==> src/rtl/pc_fetch_unit.sv <==
// Instruction-fetch front end: owns the architectural PC, issues one outstanding
// fetch at a time over req/gnt/rvalid and hands instructions to decode through a
// single-entry valid/ready buffer backed by a one-entry skid register.
module pc_fetch_unit #(
   parameter int unsigned      WIDTH    = 32,
   parameter logic [WIDTH-1:0] RESET_PC = '0
) (
   input  logic             clk,
   input  logic             rst_n,
   output logic [WIDTH-1:0] pc_o,
   input  logic [WIDTH-1:0] pc_plus4_i,
   input  logic             redirect_i,
   input  logic [WIDTH-1:0] redirect_pc_i,
   output logic             imem_req_o,
   output logic [WIDTH-1:0] imem_addr_o,
   input  logic             imem_gnt_i,
   input  logic             imem_rvalid_i,
   input  logic [31:0]      imem_rdata_i,
   output logic             if_valid_o,
   output logic [31:0]      if_instr_o,
   output logic [WIDTH-1:0] if_pc_o,
   input  logic             id_ready_i
);

   typedef enum logic [1:0] {StFetch, StWait, StHold} state_e;

   state_e           state_q, state_d;
   logic [WIDTH-1:0] pc_q, pc_d;
   logic [WIDTH-1:0] fetch_pc_q, fetch_pc_d;
   logic             discard_q, discard_d;
   logic             valid_q, valid_d;
   logic [31:0]      instr_q, instr_d;
   logic [WIDTH-1:0] ipc_q, ipc_d;
   logic [31:0]      skid_instr_q, skid_instr_d;
   logic [WIDTH-1:0] skid_pc_q, skid_pc_d;

   logic             transfer;
   logic [WIDTH-1:0] redirect_aligned;

   assign transfer         = valid_q & id_ready_i;
   assign redirect_aligned = {redirect_pc_i[WIDTH-1:2], 2'b00};

   // Request is a pure decode of state; rst_n gating keeps it low during reset.
   assign pc_o        = pc_q;
   assign imem_addr_o = pc_q;
   assign imem_req_o  = rst_n & (state_q == StFetch);
   assign if_valid_o  = valid_q;
   assign if_instr_o  = instr_q;
   assign if_pc_o     = ipc_q;

   // Next-state logic: redirect overrides everything; otherwise the fetch handshake.
   always_comb begin
      state_d      = state_q;
      pc_d         = pc_q;
      fetch_pc_d   = fetch_pc_q;
      discard_d    = discard_q;
      valid_d      = valid_q;
      instr_d      = instr_q;
      ipc_d        = ipc_q;
      skid_instr_d = skid_instr_q;
      skid_pc_d    = skid_pc_q;

      // A consumed entry leaves unless something reloads it below.
      if (transfer) begin
         valid_d = 1'b0;
      end

      if (redirect_i) begin
         pc_d         = redirect_aligned;
         valid_d      = 1'b0;
         skid_instr_d = '0;
         skid_pc_d    = '0;
         unique case (state_q)
            StFetch: begin
               // Granted request is already in flight: mark its response stale.
               if (imem_gnt_i) begin
                  state_d   = StWait;
                  discard_d = 1'b1;
               end
            end
            StWait: begin
               if (imem_rvalid_i) begin
                  state_d   = StFetch;
                  discard_d = 1'b0;
               end else begin
                  discard_d = 1'b1;
               end
            end
            StHold:  state_d = StFetch;
            default: state_d = StFetch;
         endcase
      end else begin
         unique case (state_q)
            StFetch: begin
               if (imem_gnt_i) begin
                  state_d    = StWait;
                  fetch_pc_d = pc_q;
                  pc_d       = pc_plus4_i;
               end
            end
            StWait: begin
               if (imem_rvalid_i) begin
                  if (discard_q) begin
                     discard_d = 1'b0;
                     state_d   = StFetch;
                  end else if (!valid_q || transfer) begin
                     instr_d = imem_rdata_i;
                     ipc_d   = fetch_pc_q;
                     valid_d = 1'b1;
                     state_d = StFetch;
                  end else begin
                     skid_instr_d = imem_rdata_i;
                     skid_pc_d    = fetch_pc_q;
                     state_d      = StHold;
                  end
               end
            end
            StHold: begin
               if (transfer) begin
                  instr_d      = skid_instr_q;
                  ipc_d        = skid_pc_q;
                  valid_d      = 1'b1;
                  skid_instr_d = '0;
                  skid_pc_d    = '0;
                  state_d      = StFetch;
               end
            end
            default: state_d = StFetch;
         endcase
      end
   end

   // State registers with asynchronous active-low reset.
   always_ff @(posedge clk or negedge rst_n) begin
      if (!rst_n) begin
         state_q      <= StFetch;
         pc_q         <= RESET_PC;
         fetch_pc_q   <= '0;
         discard_q    <= 1'b0;
         valid_q      <= 1'b0;
         instr_q      <= '0;
         ipc_q        <= '0;
         skid_instr_q <= '0;
         skid_pc_q    <= '0;
      end else begin
         state_q      <= state_d;
         pc_q         <= pc_d;
         fetch_pc_q   <= fetch_pc_d;
         discard_q    <= discard_d;
         valid_q      <= valid_d;
         instr_q      <= instr_d;
         ipc_q        <= ipc_d;
         skid_instr_q <= skid_instr_d;
         skid_pc_q    <= skid_pc_d;
      end
   end

endmodule

==> config.mk <==
export PLATFORM = sky130hd
export DESIGN_NAME = pc_fetch_unit
export DESIGN_NICKNAME = d
export VERILOG_FILES = /design/src/rtl/pc_fetch_unit.sv
export SDC_FILE = /design/constraint.sdc
export NUM_CORES = 1
export LEC_CHECK = 0
export BUFFER_PORTS_ARGS = -buffer_cell sky130_fd_sc_hd__buf_2
export CAP_MARGIN = 10
export CORE_MARGIN = 2
export CORE_UTILIZATION = 58
export CTS_CLUSTER_SIZE = 8
export DETAILED_ROUTE_END_ITERATION = 16
export HOLD_SLACK_MARGIN = 0.03
export PLACE_DENSITY = 0.95
export SETUP_SLACK_MARGIN = 0.4
export SYNTH_ARGS = -nofsm -noshare
export SYNTH_HDL_FRONTEND = slang
export SYNTH_SLANG_ARGS = --single-unit
==> constraint.sdc <==
create_clock -name clk -period 6.3 [get_ports clk]
set_clock_uncertainty 0.05 [all_clocks]
set_input_delay 1.26 -clock clk [delete_from_list [all_inputs] [get_ports clk]]
set_output_delay 1.26 -clock clk [all_outputs]
set_load 0.02 [all_outputs]
==> results of run 1 <==
[cells by family after synthesis]
kind of cell | count (synthesis)
mux | 158
fa+ha+maj | 3
compound gates | 203
flops | 196
buf+inv | 144
simple gates | 147
[stage by stage]
step | setup slack (ns) | hold WS (ns) | std cells
after floorplan | 3.51 | 0.421 | 851
after global placement | 2.78 | 0.414 | 1203
after detailed placement | 2.73 | 0.419 | 1203
after CTS | 2.94 | 0.434 | 1235
after global routing | 2.77 | 0.459 | 1236
final | 2.96 | 0.430 | 1236
[report_power, final]
group	internal, W	total (W)	leakage [nW]	switching [W]
Sequential	0.00160	0.00182	2.49	0.000221
Combinational	0.000583	0.00146	2.43	0.000878
Clock	0.000558	0.00102	0.267	0.000466
Total	0.00274	0.00430	5.18	0.00156
[final cells by class]
| type | count | area, sq um |
|---|---|---|
| Timing Repair Buffer | 244 | 1280 |
| Inverter | 37 | 139 |
| Clock inverter | 11 | 104 |
| Fill cell | 1139 | 4930 |
| Sequential cell | 196 | 4900 |
| Clock buffer | 21 | 450 |
| Multi-Input combinational cell | 511 | 3750 |
| Tap cell | 216 | 270 |
[cells in the mapped netlist, drive strengths merged, types with 30 or more instances]
| cell type | count |
|---|---|
| buf | 71 |
| a21oi | 98 |
| o21ai | 30 |
| o211ai | 64 |
| nand3 | 66 |
| dfrtp | 196 |
| inv | 37 |
| mux2i | 62 |
| nand2 | 35 |
| clkbuf | 36 |
| nor2b | 34 |
| mux2 | 96 |
[state kept, by name (all words and copies together) (netlist names)]
signal / flops
fetch_pc_q: 32
if_instr_o: 32
if_pc_o: 32
imem_addr_o: 32
skid_instr_q: 32
skid_pc_q: 32
state_q: 2
discard_q: 1
if_valid_o: 1
[worst max-delay path, cell delays in order (launching register included)]
cell and delay, ns:
dfrtp_1 0.40, inv_1 0.13, ha_4 0.15, buf_4 0.86
nand2b_1 0.23, a221oi_4 0.34, buf_4 0.60, mux2_1 0.39
[path summary, 6_finish.rpt]
kind,end,slack (ns),from,cells after the start
min in group asynchronous,if_instr_o[3],0.73,rst_n,1
max in group asynchronous,fetch_pc_q[1],3.31,rst_n,3
hold / removal,if_pc_o[23],0.43,if_pc_o[23],1
setup reg to reg,if_pc_o[26],2.96,state_q[0],7
setup / recovery,if_pc_o[26],2.96,state_q[0],7
hold reg to reg,if_pc_o[23],0.43,if_pc_o[23],1
[metal layers]
metal	up-vias	share of wire (%)	global-route usage, %
met5	-	0	0
met4	0	1.4	8.64
met3	27	5.9	4.90
met2	258	51	43.2
met1	3606	42	33.6
li1	3292	-	-
==> out/qor.txt, run 1 <==
# diodes: 0
Fraction of layout cells with a size suffix above 1: 34.2%
Port buffer count: 229
Io pins: 232
Fin area: 0.0109 sq mm
Worst slew pin tran: 1.19 ns
DR WL/cell: 17.6 microns
CTS tree: done
Total power: 0.00430 W
First-pass GRT wire length: 36000 microns
GRT overflow: 0
Yosys cell types: 37
Fraction of the mapped netlist area in simple logic gates: 8.10%
Most frequent cells in the layout: buf_2, dfrtp_1, a21oi_1
Remaining routing DRC violations: 0
Yosys top cell area share: 52.2%
Clock root buffer master: clkbuf_16
CP Max Fanout: 103
Syn Inst Count: 851
TritonRoute pass-1 iters: 5
Crit path arrival time: 3.59 ns
Layout area overhead: 16.0%
Slew margin rel.: 20.5%
Core Util, Final: 68.8%
Clock Latency Late Sink: 0.42 ns
Gr usage total: 25.6%
Maximum VDD drop: 244 uV
Unrepaired setup endpoints after global routing: false
Core Area: 0.0158 sq mm
Hold Crit Class: flip-flop to flip-flop
Compound-Gate Fraction of Synth Area: 13.0%
Yosys reg bits: 196
Synth area leader: dfrtp_1
Post-cts repair resize count: 0
Slew Viols, Final: 0
Fin. Hold Viols: 0
Dominant combinational cell family by area after synthesis: multiplexers
Adder-cell share of the synthesized area: 0.400%
Setup crit start kind: flip-flop
Via density: 5.81
Setup-failing EPs final: 0
CTS Hold Buffers Added: 0
Die area: 0.0172 sq mm
Drt total wl: 21800 microns
Top cells by area, synth: dfrtp_1, mux2_2, mux2i_1
PD cells: 395 mW/mm^2
H-tree levels: 4
Die W: 131 microns
Final worst-path cycle share: 53.0%
Initial antenna violation count: 0
CP endpoint kind: flip-flop
Fin Setup TNS: 0 ns
Maximum buffer depth of the clock tree: 2
Max Clk Rate: 299 MHz
Average cell area after synthesis: 11.0 sq um
Commonest non-fill, non-tap cell in the layout: buf_2
Reg clk slew, reported paths: 0.07 ns
1st-iter DRT viols: 442
Setup bufs post-CTS: 0
Status: finished, final reports clean
Post-Synth XOR/XNOR Area: 0%
Post-synth ARST share: 100%
Setup CP Type: flip-flop to flip-flop
Warnings from Yosys: 0
Fin crit period: 3.34 ns
GP Congestion: 0.770
LEAKAGE: 5.18 nW
Die height: 131 microns
CTS Buf Count: 17
Vias post-DR: 7183
Initial core utilization: 59.3%
Post-synthesis sequential area ratio: 52.2%
Row Count: 46
Post-synth EDFFs: 0
WP data required: 6.55 ns
Nets: 1112
Mux cell area share after synthesis: 18.1%
Mapped Area: 0.00939 sq mm
Dominant synthesized flop cell: dfrtp_1
DRT antenna net count: 0
Clk sinks: 196
Area of placed instances: 0.0103 sq mm
Max-cap violation count: 0
Synthesized Nets: 956
Vias in the first global route: 7097
Dpl hpwl: 13500 microns
Largest net degree at the start of global routing: 104
(Power assumes the default switching activity.)
==> inputs of run 2 (changes only) <==
--- a/config.mk
+++ b/config.mk
@@ -8,11 +8,11 @@
 export BUFFER_PORTS_ARGS = -buffer_cell sky130_fd_sc_hd__buf_2
 export CAP_MARGIN = 10
 export CORE_MARGIN = 2
-export CORE_UTILIZATION = 58
+export CORE_UTILIZATION = 54
 export CTS_CLUSTER_SIZE = 8
 export DETAILED_ROUTE_END_ITERATION = 16
 export HOLD_SLACK_MARGIN = 0.03
-export PLACE_DENSITY = 0.95
+export PLACE_DENSITY = 0.9
 export SETUP_SLACK_MARGIN = 0.4
 export SYNTH_ARGS = -nofsm -noshare
 export SYNTH_HDL_FRONTEND = slang
==> constraint.sdc (replaced) <==
create_clock -name clk -period 3.1 [get_ports clk]
set_clock_uncertainty 0.05 [all_clocks]
set_input_delay 0.62 -clock clk [delete_from_list [all_inputs] [get_ports clk]]
set_output_delay 0.62 -clock clk [all_outputs]
set_load 0.02 [all_outputs]
==> out/qor.txt, run 2 (same netlist as run 1, synthesis figures left out) <==
Status: finished, final reports clean
Die W: 136 microns (+3.5%)
Layout area overhead: 17.2%
DRT antenna net count: 0 (unchanged)
CP endpoint kind: flip-flop
Dpl hpwl: 13500 microns (-0.18%)
CP Max Fanout: 64 (-38%)
R2R Path Start: state_q[1]
Post-cts repair resize count: 0 (unchanged)
PD cells: 814 mW/mm^2 (+110%)
Worst slew pin tran: 0.799 ns (-0.393 ns)
Fin Setup TNS: 0 ns (unchanged)
LEAKAGE: 5.23 nW (+0.86%)
Drt total wl: 21700 microns (-0.43%)
DP Cell Count: 1215 (+1.0%)
Max Clk Rate: 425 MHz (+42%)
Setup CP Type: flip-flop to flip-flop
Gr usage total: 24.2% (-1.4 points)
Maximum buffer depth of the clock tree: 2 (unchanged)
Largest net degree at the start of global routing: 116 (+12%)
Sequential share of power: 41.2% (-1.1 points)
H-tree levels: 4 (unchanged)
CTS Hold Buffers Added: 0 (unchanged)
Row Count: 48 (+4.3%)
Initial antenna violation count: 0 (unchanged)
Pint: 0.00576 W (+110%)
Crit path arrival time: 2.61 ns (-0.98 ns)
Slew margin rel.: 46.7% (+26 points)
Core Area: 0.0172 sq mm (+8.5%)
M1 wire length: 9190 microns (+0.45%)
Clk sinks: 196 (unchanged)
Detail Route met2 WL: 10800 microns (-1.8%)
1st-iter DRT viols: 433 (-2.0%)
DR WL/cell: 17.4 microns (-1.2%)
Net Sw Power: 0.00320 W (+100%)
Via density: 5.68 (-2.2%)
Setup crit start: state_q[1]
R2r setup slk: 0.75 ns (-2.21 ns)
Core Util, Final: 64.1% (-4.8 points)
Hold Crit Class: input pin to async pin
Die height: 136 microns (+3.5%)
TritonRoute pass-1 iters: 4 (-1)
Top sig layer: met4
WP data required: 3.36 ns (-3.19 ns)
GRT overflow: 0 (unchanged)
Slew Viols, Final: 0 (unchanged)
Die area: 0.0185 sq mm (+7.2%)
Most frequent cells in the layout: buf_2, dfrtp_1, a21oi_1
Crit path capture: if_pc_o[17]
Comb power frac: 33.3% (-0.7 points)
Fin. Hold Viols: 0 (unchanged)
Switching Share: 35.7% (-0.62 points)
Port buffer count: 229 (unchanged)
CTS tree: done
Max-cap violation count: 0 (unchanged)
First-pass GRT wire length: 35600 microns (-1.1%)
Io pins: 232 (unchanged)
Final worst-path cycle share: 75.9% (+23 points)
Setup bufs post-CTS: 0 (unchanged)
Setup-failing EPs final: 0 (unchanged)
Fraction of layout cells with a size suffix above 1: 34.4% (+0.16 points)
Initial core utilization: 54.7% (-4.7 points)
Clock root buffer master: clkbuf_16
Reg clk slew, reported paths: 0.07 ns (about the same)
Setup crit start kind: flip-flop
Maximum VDD drop: 439 uV (+80%)
Vias in the first global route: 7030 (-0.94%)
Metal3 WL: 1330 microns (+2.6%)
Fin crit period: 2.35 ns (-0.988 ns)
# diodes: 0 (unchanged)
Unrepaired setup endpoints after global routing: false
Reg2reg end: if_pc_o[17]
Clock Latency Late Sink: 0.43 ns (about the same)
Nets: 1114 (+0.18%)
Remaining routing DRC violations: 0 (unchanged)
Power share of the clock group: 25.6% (+1.8 points)
GP Congestion: 0.766 (-0.53%)
Layout Cells excl Fill: 1246 (+0.81%)
CTS Buf Count: 17 (unchanged)
Register-to-Register Path Depth: 6 (-1)
Vias post-DR: 7083 (-1.4%)
Commonest non-fill, non-tap cell in the layout: buf_2
run 2: cell types whose count changed in the layout (fill, tap and decap cells not counted), sizes merged:
cell,delta
clkinv,-4
buf,+2
bufinv,+2
inv,+2
clkinvlp,-1
run 2: layout make-up:
cell class	count	area (sq um)
clock inverters	10	146
inverters	37	139
fillers	1327	6170
multi-input cells	511	3750
repair buffers	246	1320
clock buffers	21	460
flip-flops and latches	196	4900
well taps	225	282
run 2: power groups by stage:
stage	registers [W]	clock network, W	logic (W)
after floorplan	0.00423	0	0.00153
after global placement	0.00369	0	0.00291
after detailed placement	0.00374	0	0.00300
after CTS	0.00369	0.00233	0.00301
after global routing	0.00377	0.00242	0.00324
final	0.00369	0.00229	0.00298
run 2: per-layer routing:
metal	vias up	track usage, %
met5	-	0
met4	0	7.47
met3	21	4.25
met2	271	41.6
met1	3491	31.4
li1	3300	-
run 2: worst min-delay path by stage:
stage / from / to
floorplan: rst_n / discard_q
global placement: if_pc_o[2] / if_pc_o[2]
detailed placement: if_pc_o[10] / if_pc_o[10]
CTS: rst_n / imem_addr_o[0]
global route: rst_n / skid_pc_q[15]
finish: rst_n / skid_pc_q[15]
run 2: stage by stage:
step	hold WS, ns	setup WS (ns)	total power, W	cell area (sq um)
2_1_floorplan	0.274	1.11	0.00575	9390
3_3_place_gp	0.414	0.832	0.00659	10400
3_5_place_dp	0.424	0.758	0.00674	10400
4_1_cts	0.0704	0.751	0.00904	11000
5_1_grt	0.0842	0.593	0.00943	11000
6_report	0.0740	0.746	0.00896	11000
run 2: critical path, stage by stage (launching register included):
cell and delay, ns:
dfrtp_1 0.41, inv_1 0.11, ha_1 0.29, nand3b_1 0.18
a221oi_4 0.36, buf_12 0.42, mux2_2 0.40
==> inputs of run 3 (changes only) <==
--- a/config.mk
+++ b/config.mk
@@ -8,11 +8,11 @@
 export BUFFER_PORTS_ARGS = -buffer_cell sky130_fd_sc_hd__buf_2
 export CAP_MARGIN = 10
 export CORE_MARGIN = 2
-export CORE_UTILIZATION = 54
+export CORE_UTILIZATION = 49
 export CTS_CLUSTER_SIZE = 8
 export DETAILED_ROUTE_END_ITERATION = 16
 export HOLD_SLACK_MARGIN = 0.03
-export PLACE_DENSITY = 0.9
+export PLACE_DENSITY = 0.86
 export SETUP_SLACK_MARGIN = 0.4
 export SYNTH_ARGS = -nofsm -noshare
 export SYNTH_HDL_FRONTEND = slang
==> constraint.sdc (replaced) <==
create_clock -name clk -period 2.1 [get_ports clk]
set_clock_uncertainty 0.05 [all_clocks]
set_input_delay 0.42 -clock clk [delete_from_list [all_inputs] [get_ports clk]]
set_output_delay 0.42 -clock clk [all_outputs]
set_load 0.02 [all_outputs]
==> out/qor.txt, run 3 (same netlist as run 1, synthesis figures left out) <==
CTS Hold Buffers Added: 0 (unchanged)
DRT antenna net count: 0 (unchanged)
Clock Latency Late Sink: 0.43 ns (about the same)
Fin area: 0.0129 sq mm (+17%)
Clk sinks: 196 (unchanged)
Fin. Hold Viols: 0 (unchanged)
CP Max Fanout: 5 (-92%)
Layout Cells excl Fill: 1337 (+7.3%)
Max Clk Rate: 481 MHz (+13%)
Worst slew pin tran: 1.13 ns (+0.327 ns)
Layout area overhead: 37.3%
Initial antenna violation count: 3 (+3)
Commonest non-fill, non-tap cell in the layout: buf_2
DR WL/cell: 22.2 microns (+28%)
Port buffer count: 229 (unchanged)
Row Count: 50 (+4.2%)
Nets: 1195 (+7.3%)
CTS tree: done
Hold Crit Class: input pin to async pin
Via density: 5.86 (+3.2%)
Core Area: 0.0188 sq mm (+9.3%)
Dpl hpwl: 14400 microns (+6.5%)
Maximum buffer depth of the clock tree: 2 (unchanged)
Slew margin rel.: 24.9% (-22 points)
Fillers: 1365 (+2.9%)
Unrepaired setup endpoints after global routing: true
Total power: 0.0151 W (+69%)
Fin crit period: 2.08 ns (-0.274 ns)
Die height: 142 microns (+4.8%)
Most frequent cells in the layout: buf_2, dfrtp_1, a21oi_1
TritonRoute pass-1 iters: 6 (+2)
GP Congestion: 0.783 (+2.3%)
Drt total wl: 29700 microns (+37%)
Initial core utilization: 50.0% (-4.6 points)
Area of placed instances: 0.0106 sq mm (+1.7%)
Register-to-Register Path Depth: 8 (+2)
Crit path arrival time: 2.34 ns (-0.27 ns)
Largest net degree at the start of global routing: 197 (+70%)
WP data required: 2.36 ns (-1.00 ns)
Fraction of layout cells with a size suffix above 1: 43.4% (+9.0 points)
CTS Buf Count: 17 (unchanged)
Vias post-DR: 7841 (+11%)
Gr usage total: 27.7% (+3.5 points)
Remaining routing DRC violations: 0 (unchanged)
Io pins: 232 (unchanged)
Pre-CTS setup slack: 0.0243 ns (-0.734 ns)
Setup CP Type: flip-flop to flip-flop
GRT overflow: 0 (unchanged)
CP endpoint kind: flip-flop
Die W: 142 microns (+4.8%)
LEAKAGE: 6.13 nW (+17%)
Final worst-path cycle share: 99.0% (+23 points)
Setup ws final: 0.0204 ns (-0.726 ns)
Vias in the first global route: 7610 (+8.3%)
Maximum VDD drop: 636 uV (+45%)
First-pass GRT wire length: 42900 microns (+21%)
Max-cap violation count: 0 (unchanged)
Die area: 0.0203 sq mm (+9.9%)
Slew Viols, Final: 0 (unchanged)
Setup crit start kind: flip-flop
Reg clk slew, reported paths: 0.08 ns (about the same)
Status: finished, final reports clean
DP Cell Count: 1234 (+1.6%)
Clock root buffer master: clkbuf_16
1st-iter DRT viols: 642 (+48%)
Setup-failing EPs final: 0 (unchanged)
H-tree levels: 4 (unchanged)
PD cells: 1170 mW/mm^2 (+44%)
Fin Setup TNS: 0 ns (unchanged)
## run 3: cell count changes in the layout (fill, tap and decap cells not counted), sizes merged
| cell | change |
|---|---|
| buf | +69 |
| clkbuf | +9 |
| bufbuf | +2 |
| clkinvlp | +1 |
| diode | +1 |
## run 3: worst paths after layout
| check | start | end | slack (ns) |
|---|---|---|---|
| setup / recovery | state_q[1] | if_pc_o[11] | 0.02 |
| max in group asynchronous | rst_n | imem_addr_o[21] | 1.01 |
| min in group clk | redirect_pc_i[20] | imem_addr_o[20] | 0.15 |
| hold reg to reg | if_pc_o[8] | if_pc_o[8] | 0.46 |
| setup reg to reg | state_q[1] | if_pc_o[11] | 0.02 |
| hold / removal | rst_n | skid_instr_q[27] | 0.1 |
## run 3: power by group
group	internal, W	switching (W)	leakage [nW]
registers	0.00479	0.000707	2.49
clock network	0.00191	0.00148	0.287
logic	0.00301	0.00323	3.35
## run 3: stage by stage
step	util (%)	hold WS, ns
final	68.7	0.0995
after global routing	68.7	0.150
after CTS	65.8	0.141
after detailed placement	56.3	0.423
after global placement	56.3	0.415
after floorplan	-	0.0744
## run 3: repair_timing
item	CTS	global route
setup endpoints to repair	183	183
gates resized for setup	85	75
setup buffers	28	8
gates cloned	23	12
hold endpoints to repair	0	0
pin swaps	83	36
## run 3: cell type report
cell class	count	area [sq um]	share of cell area, %
clock buffers	20	447	3.46
diodes	1	2.50	0.0194
inverters	37	139	1.08
repair buffers	327	2960	22.9
clock inverters	11	150	1.16
flip-flops and latches	196	4900	38.0
well taps	234	293	2.27
multi-input cells	511	4000	31.0
## run 3: worst max-delay path, cell delays in order, from the launching register on
cell and delay, ns:
dfrtp_1 0.42, inv_2 0.09, ha_4 0.15, nand3b_1 0.15
a221oi_4 0.34, buf_4 0.16, buf_6 0.12, clkbuf_16 0.16
mux2_4 0.30
## run 3: metal layers
metal / routed length, microns / global-route usage (%)
met2: 14700 / 46.4
met5: 27 / 0
met1: 12000 / 35.8
met4: 716 / 9.90
met3: 2260 / 5.79
